**src/rtl/serializer_framed.sv**
```systemverilog
// Framed parallel-to-serial converter: each accepted word goes out as a sync pattern then the payload.
// Optional PARITY_EN macro appends one even-parity beat after the data phase.
module serializer_framed #(
    parameter int                DATA_W       = 32,
    parameter int                LANES        = 1,
    parameter int                SYNC_W       = 8,
    parameter logic [SYNC_W-1:0] SYNC_PATTERN = SYNC_W'(8'hA5),
    parameter bit                MSB_FIRST    = 1'b0
) (
    input  logic              clk,
    input  logic              rst,
    input  logic              s_valid,
    output logic              s_ready,
    input  logic [DATA_W-1:0] s_data,
    output logic [LANES-1:0]  dout,
    output logic              dout_valid,
    output logic              frame_start,
    output logic              dout_last
);

    localparam int SYNC_BEATS = SYNC_W / LANES;
    localparam int DATA_BEATS = DATA_W / LANES;
    localparam int CNT_MAX    = (SYNC_BEATS > DATA_BEATS) ? SYNC_BEATS : DATA_BEATS;
    localparam int CNT_W      = $clog2(CNT_MAX + 1);
    localparam logic [CNT_W-1:0] SYNC_LAST = CNT_W'(SYNC_BEATS - 1);
    localparam logic [CNT_W-1:0] DATA_LAST = CNT_W'(DATA_BEATS - 1);
`ifdef PARITY_EN
    localparam bit HAS_PARITY = 1'b1;
`else
    localparam bit HAS_PARITY = 1'b0;
`endif

    typedef enum logic [1:0] {
        IDLE,
        SYNC,
        DATA
`ifdef PARITY_EN
        , PARITY
`endif
    } state_t;

    state_t              state;
    logic [CNT_W-1:0]    beat;
    logic [SYNC_W-1:0]   sync_sr;
    logic [DATA_W-1:0]   data_sr;
`ifdef PARITY_EN
    logic                parity_q;
`endif
    logic                accept;

    // Lane 0 always takes the earliest bit still waiting in the register.
    function automatic logic [LANES-1:0] head_sync(input logic [SYNC_W-1:0] v);
        logic [LANES-1:0] h;
        for (int j = 0; j < LANES; j++) h[j] = MSB_FIRST ? v[SYNC_W-1-j] : v[j];
        return h;
    endfunction

    function automatic logic [SYNC_W-1:0] shift_sync(input logic [SYNC_W-1:0] v);
        return MSB_FIRST ? (v << LANES) : (v >> LANES);
    endfunction

    function automatic logic [LANES-1:0] head_data(input logic [DATA_W-1:0] v);
        logic [LANES-1:0] h;
        for (int j = 0; j < LANES; j++) h[j] = MSB_FIRST ? v[DATA_W-1-j] : v[j];
        return h;
    endfunction

    function automatic logic [DATA_W-1:0] shift_data(input logic [DATA_W-1:0] v);
        return MSB_FIRST ? (v << LANES) : (v >> LANES);
    endfunction

    // s_ready is only ever high in IDLE or on a frame's final beat, so acceptance restarts cleanly.
    assign accept = s_valid && s_ready;

    always_ff @(posedge clk) begin
        if (rst) begin
            state       <= IDLE;
            beat        <= '0;
            sync_sr     <= '0;
            data_sr     <= '0;
            dout        <= '0;
            dout_valid  <= 1'b0;
            frame_start <= 1'b0;
            dout_last   <= 1'b0;
            s_ready     <= 1'b1;
`ifdef PARITY_EN
            parity_q    <= 1'b0;
`endif
        end else if (accept) begin
            state       <= SYNC;
            beat        <= '0;
            dout        <= head_sync(SYNC_PATTERN);
            sync_sr     <= shift_sync(SYNC_PATTERN);
            data_sr     <= s_data;
            dout_valid  <= 1'b1;
            frame_start <= 1'b1;
            dout_last   <= 1'b0;
            s_ready     <= 1'b0;
`ifdef PARITY_EN
            parity_q    <= ^s_data;
`endif
        end else begin
            case (state)
                SYNC: begin
                    frame_start <= 1'b0;
                    if (beat == SYNC_LAST) begin
                        state     <= DATA;
                        beat      <= '0;
                        dout      <= head_data(data_sr);
                        data_sr   <= shift_data(data_sr);
                        dout_last <= !HAS_PARITY && (DATA_BEATS == 1);
                        s_ready   <= !HAS_PARITY && (DATA_BEATS == 1);
                    end else begin
                        beat    <= beat + 1'b1;
                        dout    <= head_sync(sync_sr);
                        sync_sr <= shift_sync(sync_sr);
                    end
                end
                DATA: begin
                    if (beat == DATA_LAST) begin
`ifdef PARITY_EN
                        state     <= PARITY;
                        dout      <= LANES'(parity_q);
                        dout_last <= 1'b1;
                        s_ready   <= 1'b1;
`else
                        state      <= IDLE;
                        dout       <= '0;
                        dout_valid <= 1'b0;
                        dout_last  <= 1'b0;
                        s_ready    <= 1'b1;
`endif
                    end else begin
                        beat      <= beat + 1'b1;
                        dout      <= head_data(data_sr);
                        data_sr   <= shift_data(data_sr);
                        dout_last <= !HAS_PARITY && ((beat + 1'b1) == DATA_LAST);
                        s_ready   <= !HAS_PARITY && ((beat + 1'b1) == DATA_LAST);
                    end
                end
                default: begin
                    state       <= IDLE;
                    dout        <= '0;
                    dout_valid  <= 1'b0;
                    frame_start <= 1'b0;
                    dout_last   <= 1'b0;
                    s_ready     <= 1'b1;
                end
            endcase
        end
    end

endmodule

```
**config.mk**
```make
export PLATFORM = sky130hd
export DESIGN_NAME = serializer_framed
export DESIGN_NICKNAME = d
export VERILOG_FILES = /design/src/rtl/serializer_framed.sv
export SDC_FILE = /design/constraint.sdc
export NUM_CORES = 1
export LEC_CHECK = 0
export ABC_CLOCK_PERIOD_IN_PS = 2800
export CAP_MARGIN = 20
export CORE_MARGIN = 10
export CORE_UTILIZATION = 45
export DETAILED_ROUTE_END_ITERATION = 6
export PLACE_DENSITY = 0.67
export SLEW_MARGIN = 10
export SYNTH_ARGS = -nofsm -noshare
export SYNTH_HDL_FRONTEND = slang
export SYNTH_SLANG_ARGS = --single-unit
export TNS_END_PERCENT = 1
```
**constraint.sdc**
```tcl
create_clock -name clk -period 2.8 [get_ports clk]
set_clock_uncertainty 0.2 [all_clocks]
set_input_delay 0.84 -clock clk [delete_from_list [all_inputs] [get_ports clk]]
set_output_delay 0.84 -clock clk [all_outputs]
set_load 0.02 [all_outputs]
```
Word-level counts from Yosys, hierarchy flattened
Index checks and enable logic that the tools add are counted.

storage, ports and cells
  register bits = 52
  bits of input ports = 35
  output and inout port bits = 5
  logic and storage cells = 68

operators by class
  add/sub/neg operators = 1
  equal/unequal tests = 14
  muxes and demuxes = 29
  bitwise logic cells = 1
  reductions and logical operators = 12

operators by type and width
  operator                                                               number
  32-bit two-way mux                                                     3
  32-bit case mux with 2 select lines                                    1
  7-bit two-way mux                                                      3
  6-bit by 5-bit equality test with 1-bit output, second input constant  2
  1-bit two-way mux                                                      12
  6-bit two-way mux                                                      2
  2-bit != test, second input constant                                   6
  6-bit case mux with 2 select lines                                     1
  2-bit AND reduction                                                    6
  3-bit != test, second input constant                                   3
  1-bit case mux with 2 select lines                                     4
  6-bit by 1-bit adder with 6-bit output, second input constant          1
  6-bit by 3-bit equality test with 1-bit output, second input constant  1
  2-bit two-way mux                                                      2
  2-bit case mux with 2 select lines                                     1
  2-bit nonzero test                                                     2
  3-bit AND reduction                                                    1
  3-bit nonzero test                                                     1
  2-bit by 1-bit equality test with 1-bit output, second input constant  1
  2-bit equality test, second input constant                             1
  2-bit OR reduction                                                     1
  1-bit logical AND                                                      1
  1-bit NOT                                                              1

Logic depth before layout (Yosys ltp)
Gate-level depths: netlist of run 1.

  depth in word-level cells = 5
  gate-level depth with buffers = 8
  gate-level depth less buffers = 6

Worst setup path after synthesis of run 1
Ideal clock, no wire load.

  kind = input -> register
  start = input s_valid
  end = register data_sr[13]
  library setup time = 0.057 ns
  data arrival time = 1.861 ns
  data required time = 2.543 ns
  slack = 0.682 ns
  cell stages on the path = 6
  path buffers = 2
  path through = nand2_1 > clkbuf_1 > buf_1 > nand2_1 > a21oi_1 > mux2_4

between the ends
  cells in the longest elaborated chain, start to end = 3
  elaborated cells between the ends (all ways) = 6
  those cells by class = eq/ne: 2; mux: 1; reduce/logical: 3

RTL lines
  item                                                                  line  text
  start: declaration                                                    12    input logic s_valid,
  1-bit logical AND (*)                                                 73    assign accept = s_valid && s_ready;
  3-bit != test (no source line) or 3-bit nonzero test (tied branches)  --
  3-bit AND reduction (no source line)                                  --
  end signal: assignment                                                94    data_sr <= s_data;
  end signal: assignment                                                110   data_sr <= shift_data(data_sr);
  end signal: assignment                                                136   data_sr <= shift_data(data_sr);
  end: declaration                                                      45    logic [DATA_W-1:0] data_sr;

Every way passes the cells marked *; elsewhere a longest branch is shown, timed or not.
A chain may end at the register's enable or synchronous reset.

Worst setup path in the final report of run 1
  start = register beat[0]
  end = register data_sr[14]

between the ends
  cells in the longest elaborated chain, start to end = 3
  elaborated cells between the ends (all ways) = 5
  those cells by class = eq/ne: 4; reduce/logical: 1

RTL lines
  item                                                                                                              line      text
  start: declaration                                                                                                43        logic [CNT_W-1:0] beat;
  start signal: assignment                                                                                          114       beat <= beat + 1'b1;
  start signal: assignment                                                                                          134       beat <= beat + 1'b1;
  6-bit by 5-bit equality test with 1-bit output or 6-bit by 3-bit equality test with 1-bit output (tied branches)  120, 106
  3-bit != test (no source line)                                                                                    --
  3-bit AND reduction (no source line) (*)                                                                          --

Marks and branches as above.

==> results.sh, run 1 <==
export IMPL_core_um2=6030
export IMPL_cp_start_kind="flop"
export IMPL_cts_max_level=2
export IMPL_antenna_cells=0
export IMPL_p_total_uw=1580
export IMPL_critPathKind="reg2reg"
export IMPL_worstReg2RegEnd="data_sr[14]$_SDFFE_PP0P_"
export IMPL_cts_setup_buffers=0
export IMPL_min_from="sync_sr[4]$_SDFFE_PP0P_"
export IMPL_slew_headroom=0.545
export IMPL_fin_setup_tns_ns=0
export IMPL_p_clk_frac=0.324
export IMPL_ys_ff_latch=52
export IMPL_clockBufferDepth=2
export IMPL_cp_cell_sequence="ha_1 > nand3b_4 > o31a_1 > o221a_4 > buf_4 > mux2_4"
export IMPL_stdcell_area_um2=3420
export IMPL_critical_path_required_ns=2.79
export IMPL_drive_gt1_frac=0.154
export IMPL_min_delay_path_depth=2
export IMPL_synth_top_area_frac=0.366
export IMPL_row_count=28
export IMPL_status="finished, final reports clean"
export IMPL_fin_crit_sh=0.837
export IMPL_vdd_drop_max_mv=0.214
export IMPL_routedWlPerCell_um=13.8
export IMPL_areaGrowthSynthToFinish_pct=20.3
export IMPL_p_sw_uw=397
export IMPL_synth_edf_count=0
export IMPL_die_h_um=99.5
export IMPL_tightest_slew_ns=0.678
export IMPL_crit_path_top_delay_cell="dfxtp_1"
export IMPL_fp_dieW_um=99.5
export IMPL_yosys_top_cells_area="dfxtp_1, mux2_4, nand2_1"
export IMPL_synth_largest_area_cell="dfxtp_1"
export IMPL_rsz0062_at_grt="false"
export IMPL_hold_class="reg2reg"
export IMPL_initial_utilization=0.472
export IMPL_r2r_cells=6
export IMPL_ant_nets=0
export IMPL_cts_tree="done"
export IMPL_ys_seq_area_frac=0.366
export IMPL_cp_arrival_ns=2.34
export IMPL_critPathCaptureType="flop"
export IMPL_route_detailed_drc=0
export IMPL_syn_inst=336
export IMPL_drt_total_wl_um=6150
export IMPL_ios=40
export IMPL_post_dp_hpwl_um=4380
export IMPL_design_die_area_um2=9890
export IMPL_r2r_start="beat[0]$_SDFFE_PP0P_"
export IMPL_whs_endpoint="sync_sr[3]$_SDFFE_PP0N_"
export IMPL_gp_congestion=0.792
export IMPL_hold_buffers=0
export IMPL_hold_viol=0
export IMPL_grt_max_degree=32
export IMPL_syn_num_nets=375
export IMPL_overflow=0
export IMPL_detail_route_vias_per_cell=5.10
export IMPL_synth_ff_type="dfxtp_1"
export IMPL_vias=2273
export IMPL_pwr_share_comb=0.176
export IMPL_fin_util=0.567
export IMPL_grt_total_usage=0.122
export IMPL_grt_pass1_vias=2170
export IMPL_powerDensity_nw_per_um2=462
export IMPL_syn_cell_area_um2=2840
export IMPL_antenna_found_initial=0
export IMPL_synth_cell_types=40
export IMPL_clkTransAtPathRegs_ns=0.10
export IMPL_timing_reg2reg_setup_slack_ns=0.46
export IMPL_root_buffer="clkbuf_8"
export IMPL_async_flop_share=0
export IMPL_avgSynthCellArea_um2=8.46
export IMPL_clock_sinks=52
export IMPL_slew_violations=0
export IMPL_drt_initial_drc_count=106
export IMPL_intPower_uw=1180
export IMPL_fin_cells=446
export IMPL_post_place_cells=438
export IMPL_cts_buffers=5
export IMPL_seq_power_share=0.500
export IMPL_fin_crit_ns=2.34
export IMPL_nets=409
export IMPL_first_pass_iters=4
export IMPL_yosys_warnings=0
export IMPL_drv_cap=0
export IMPL_cpPeakStageDelay_ns=0.45
export IMPL_cts_resized=0
export IMPL_finalSetupViolations=0
export IMPL_grt_pass1_wl_um=10200
export IMPL_port_buffers=39
export IMPL_timing_fmax_ghz=0.426
export IMPL_clk_latency_ns=0.30
export IMPL_p_leak_uw=0.00135
export IMPL_p_sw_frac=0.251
export IMPL_critPathMaxFanout=10
export IMPL_postPlaceCellArea_um2=3310
==> Yosys cell counts (all sizes together) (2+ instances only) <==
library cell / n
nor2b: 32
o311a: 2
nand3: 7
o31a: 2
nor3: 3
buf: 10
nand2: 83
mux2i: 3
mux2: 31
and2: 2
inv: 7
a21oi: 47
nand2b: 2
or3: 4
o21ai: 6
dfxtp: 52
clkbuf: 15
ha: 4
a31oi: 4
nor2: 4
==> flip-flops by register name, indices dropped and copies added (netlist names) <==
register     count
dout             1
frame_start      1
sync_sr          7
data_sr         32
beat             6
s_ready          1
state            2
dout_last        1
dout_valid       1
==> routing by layer <==
metal  vias up  wire length, µm  global-route usage
met5         -                0                   0
met4         0               59              0.0364
met3         4              210              0.0304
met2        40             2660               0.183
met1      1029             3220               0.166
li1       1200                -                   -
==> cell families (layout without fill, tap and decap cells) <==
logic type	Yosys count	after routing	share of synthesized area
mux	34	34	0.172
buf+inv	32	67	0.0528
compound gates	73	73	0.156
flops	52	52	0.366
simple gates	141	141	0.235
fa+ha+maj	4	4	0.0176
==> power by group through the flow <==
stage	clock network, µW	logic, µW	registers, µW
after floorplan	0	177	809
after global placement	0	277	807
after detailed placement	0	279	808
after CTS	533	279	791
after global routing	560	303	796
final	512	278	791
==> layout make-up <==
| class | count | area [µm²] |
|---|---|---|
| inverter | 7 | 26.3 |
| sequential | 52 | 1040 |
| tap | 75 | 93.8 |
| clock buffer | 5 | 68.8 |
| fill | 582 | 2610 |
| multi-input combinational | 252 | 1650 |
| clock inverter | 3 | 42.5 |
| timing repair buffer | 52 | 495 |
==> worst max path at each step <==
stage	from	endpoint	slack [ns]
after floorplan	s_valid	data_sr[13]$_SDFFE_PP0P_	0.68
after global placement	s_valid	data_sr[26]$_SDFFE_PP0P_	0.24
after detailed placement	s_valid	data_sr[27]$_SDFFE_PP0P_	0.22
after CTS	s_ready$_SDFFE_PP1P_	s_ready	0.44
after global routing	beat[0]$_SDFFE_PP0P_	data_sr[14]$_SDFFE_PP0P_	0.32
final	beat[0]$_SDFFE_PP0P_	data_sr[14]$_SDFFE_PP0P_	0.46
==> stage by stage <==
stage / hold WS [ns] / setup WS [ns]
after detailed placement: 0.248 / 0.216
after global routing: 0.275 / 0.325
after global placement: 0.240 / 0.240
after floorplan: 0.232 / 0.682
final: 0.260 / 0.455
after CTS: 0.264 / 0.438
==> layout by cell type, fill, tap and decap left out, types with 3 or more instances in the layout <==
cell	netlist	layout
nor2_1	4	4
nand2_1	83	83
nor2b_1	32	32
clkbuf_8	0	5
or3_1	4	4
mux2_4	29	29
dfxtp_1	52	52
nor3_1	3	3
buf_4	1	12
a31oi_1	4	4
o21ai_0	6	6
clkdlybuf4s50_1	0	38
ha_1	4	4
nand3_1	7	7
a21oi_1	47	47
inv_1	7	7
mux2i_1	3	3
==> critical path, delay by kind of cell (launching register included) <==
family,cells,cell delay (ns)
compound gates,2,0.61
fa+ha+maj,1,0.30
buf+inv,1,0.19
flops,1,0.45
mux,1,0.30
simple gates,1,0.17
No activity file was read; power rests on OpenSTA's default activity.
==> run 2, diff against run 1 <==
Settings changed: ABC_CLOCK_PERIOD_IN_PS 2800 to 2300.
Clock period 2.8 ns to 2.3 ns, I/O delays scaled along.
==> run 2 against run 1 <==
Against the previous run: core utilization up 1.3 points; combinational power rose by 32%; first-iteration DRC count shrank 19%; global-route usage increased by 0.091 points; sequential cell count stayed put; largest cell class unchanged; largest power group unchanged; highest routed layer unchanged.
==> results.sh, run 2 (synthesis gave the netlist of run 1 again) <==
export IMPL_cts_tree="done"
export IMPL_top_register="data_sr"
export IMPL_finalSetupViolations=0
export IMPL_crit_family="buffers and inverters"
export IMPL_route_detailed_drc=0
export IMPL_hold_viol=0
export IMPL_p_sw_uw=498
export IMPL_grt_max_degree=32
export IMPL_antenna_found_initial=0
export IMPL_clockBufferDepth=2
export IMPL_first_pass_iters=4
export IMPL_dpl_worst_slack_ns=-0.0537
export IMPL_grt_pass1_vias=2276
export IMPL_stdcell_area_um2=3500
export IMPL_met1Wirelength_um=3070
export IMPL_clock_sinks=52
export IMPL_die_h_um=99.5
export IMPL_p_sw_frac=0.269
export IMPL_fp_dieW_um=99.5
export IMPL_drv_cap=0
export IMPL_p_leak_uw=0.00140
export IMPL_r2r_start="beat[1]$_SDFFE_PP0P_"
export IMPL_cp_cell_sequence="clkdlybuf4s50_1"
export IMPL_cts_buffers=5
export IMPL_route_met2_wl_um=2860
export IMPL_nets=416
export IMPL_routed_top_layer="met4"
export IMPL_cts_setup_buffers=0
export IMPL_mostFrequentLayoutCell="nand2_1"
export IMPL_ant_nets=0
export IMPL_hold_class="reg2reg"
export IMPL_timing_fmax_ghz=0.454
export IMPL_drt_total_wl_um=6200
export IMPL_root_buffer="clkbuf_8"
export IMPL_fin_crit_ns=2.20
export IMPL_hold_ws_ns=0.256
export IMPL_crit_path_top_delay_cell="clkdlybuf4s50_1"
export IMPL_cp_start_kind="flop"
export IMPL_detail_route_vias_per_cell=5.12
export IMPL_gp_congestion=0.790
export IMPL_pwr_share_comb=0.197
export IMPL_rsz0062_at_grt="false"
export IMPL_design_die_area_um2=9890
export IMPL_hold_buffers=0
export IMPL_critical_path_required_ns=1.41
export IMPL_critPathCaptureType="output port"
export IMPL_cts_resized=0
export IMPL_cpPeakStageDelay_ns=0.62
export IMPL_cp_arrival_ns=1.31
export IMPL_seq_power_share=0.519
export IMPL_vdd_drop_max_mv=0.248
export IMPL_min_from="sync_sr[3]$_SDFFE_PP0N_"
export IMPL_clk_latency_ns=0.30
export IMPL_whs_endpoint="sync_sr[2]$_SDFFE_PP0N_"
export IMPL_cts_max_level=2
export IMPL_cp_buffers_inverters=1
export IMPL_worstReg2RegEnd="data_sr[18]$_SDFFE_PP0P_"
export IMPL_drt_initial_drc_count=86
export IMPL_overflow=0
export IMPL_postPlaceCellArea_um2=3410
export IMPL_fin_crit_sh=0.957
export IMPL_ios=40
export IMPL_grt_pass1_wl_um=10400
export IMPL_slew_violations=0
export IMPL_post_dp_hpwl_um=4350
export IMPL_slew_headroom=0.626
export IMPL_vias=2321
export IMPL_powerDensity_nw_per_um2=529
export IMPL_antenna_cells=0
export IMPL_min_delay_path_depth=2
export IMPL_clkTransAtPathRegs_ns=0.10
export IMPL_reg_top3="data_sr: 32 flops, sync_sr: 7 flops, beat: 6 flops"
export IMPL_route_met3_wl_um=230
export IMPL_critPathKind="reg2out"
export IMPL_drive_gt1_frac=0.169
export IMPL_critPathMaxFanout=4
export IMPL_grt_total_usage=0.122
export IMPL_intPower_uw=1350
export IMPL_areaGrowthSynthToFinish_pct=23.1
export IMPL_fin_util=0.580
export IMPL_largest_reg_flops=32
export IMPL_tightest_slew_ns=0.556
export IMPL_core_um2=6030
export IMPL_routedWlPerCell_um=13.7
export IMPL_port_buffers=39
export IMPL_status="finished, final reports clean"
export IMPL_p_clk_frac=0.283
export IMPL_r2r_cells=6
export IMPL_row_count=28
export IMPL_timing_reg2reg_setup_slack_ns=0.16
export IMPL_fin_setup_tns_ns=0
export IMPL_setup_slack_ns=0.0983
export IMPL_final_cell_mix="nand2_1, dfxtp_1, a21oi_1"
export IMPL_initial_utilization=0.472
==> run 2: cell types whose count changed in the layout (fill, tap and decap cells not counted), sizes merged <==
cell      previous run  this run
bufinv               1         0
clkinvlp             1         0
clkinv               1         3
buf                 14        21
==> run 2: area by class of cell <==
class	instances	area, µm²
Clock buffer	5	68.8
Multi-Input combinational cell	252	1650
Sequential cell	52	1040
Clock inverter	3	18.8
Inverter	7	26.3
Timing Repair Buffer	59	598
Fill cell	588	2530
Tap cell	75	93.8
==> run 2: worst max-delay path by stage <==
stage                               from                        to  slack, ns  depth (start not counted)
CTS                 s_ready$_SDFFE_PP1P_                   s_ready       0.09                          1
detailed placement               s_valid  data_sr[22]$_SDFFE_PP0P_      -0.05                          5
global placement                 s_valid  data_sr[20]$_SDFFE_PP0P_      -0.03                          5
finish              s_ready$_SDFFE_PP1P_                   s_ready        0.1                          1
global route        s_ready$_SDFFE_PP1P_                   s_ready       0.04                          1
floorplan           beat[0]$_SDFFE_PP0P_   data_sr[0]$_SDFFE_PP0P_       0.22                          6
==> run 2: per-layer routing <==
| metal | vias up | track usage |
|---|---|---|
| li1 | 1215 | - |
| met1 | 1060 | 0.154 |
| met2 | 44 | 0.201 |
| met3 | 2 | 0.0277 |
| met4 | 0 | 0.0397 |
| met5 | - | 0 |
==> run 2: power by group through the flow <==
stage | Combinational (µW) | Clock [µW] | Sequential [µW]
after floorplan | 215 | 0 | 984
after global placement | 361 | 0 | 982
after detailed placement | 367 | 0 | 982
after CTS | 368 | 534 | 962
after global routing | 397 | 576 | 967
final | 366 | 524 | 962
==> run 2: metrics by stage <==
stage          std cells  total power (µW)
2_1_floorplan        336              1200
6_report             453              1850
5_1_grt              453              1940
3_3_place_gp         445              1340
3_5_place_dp         445              1350
4_1_cts              453              1860
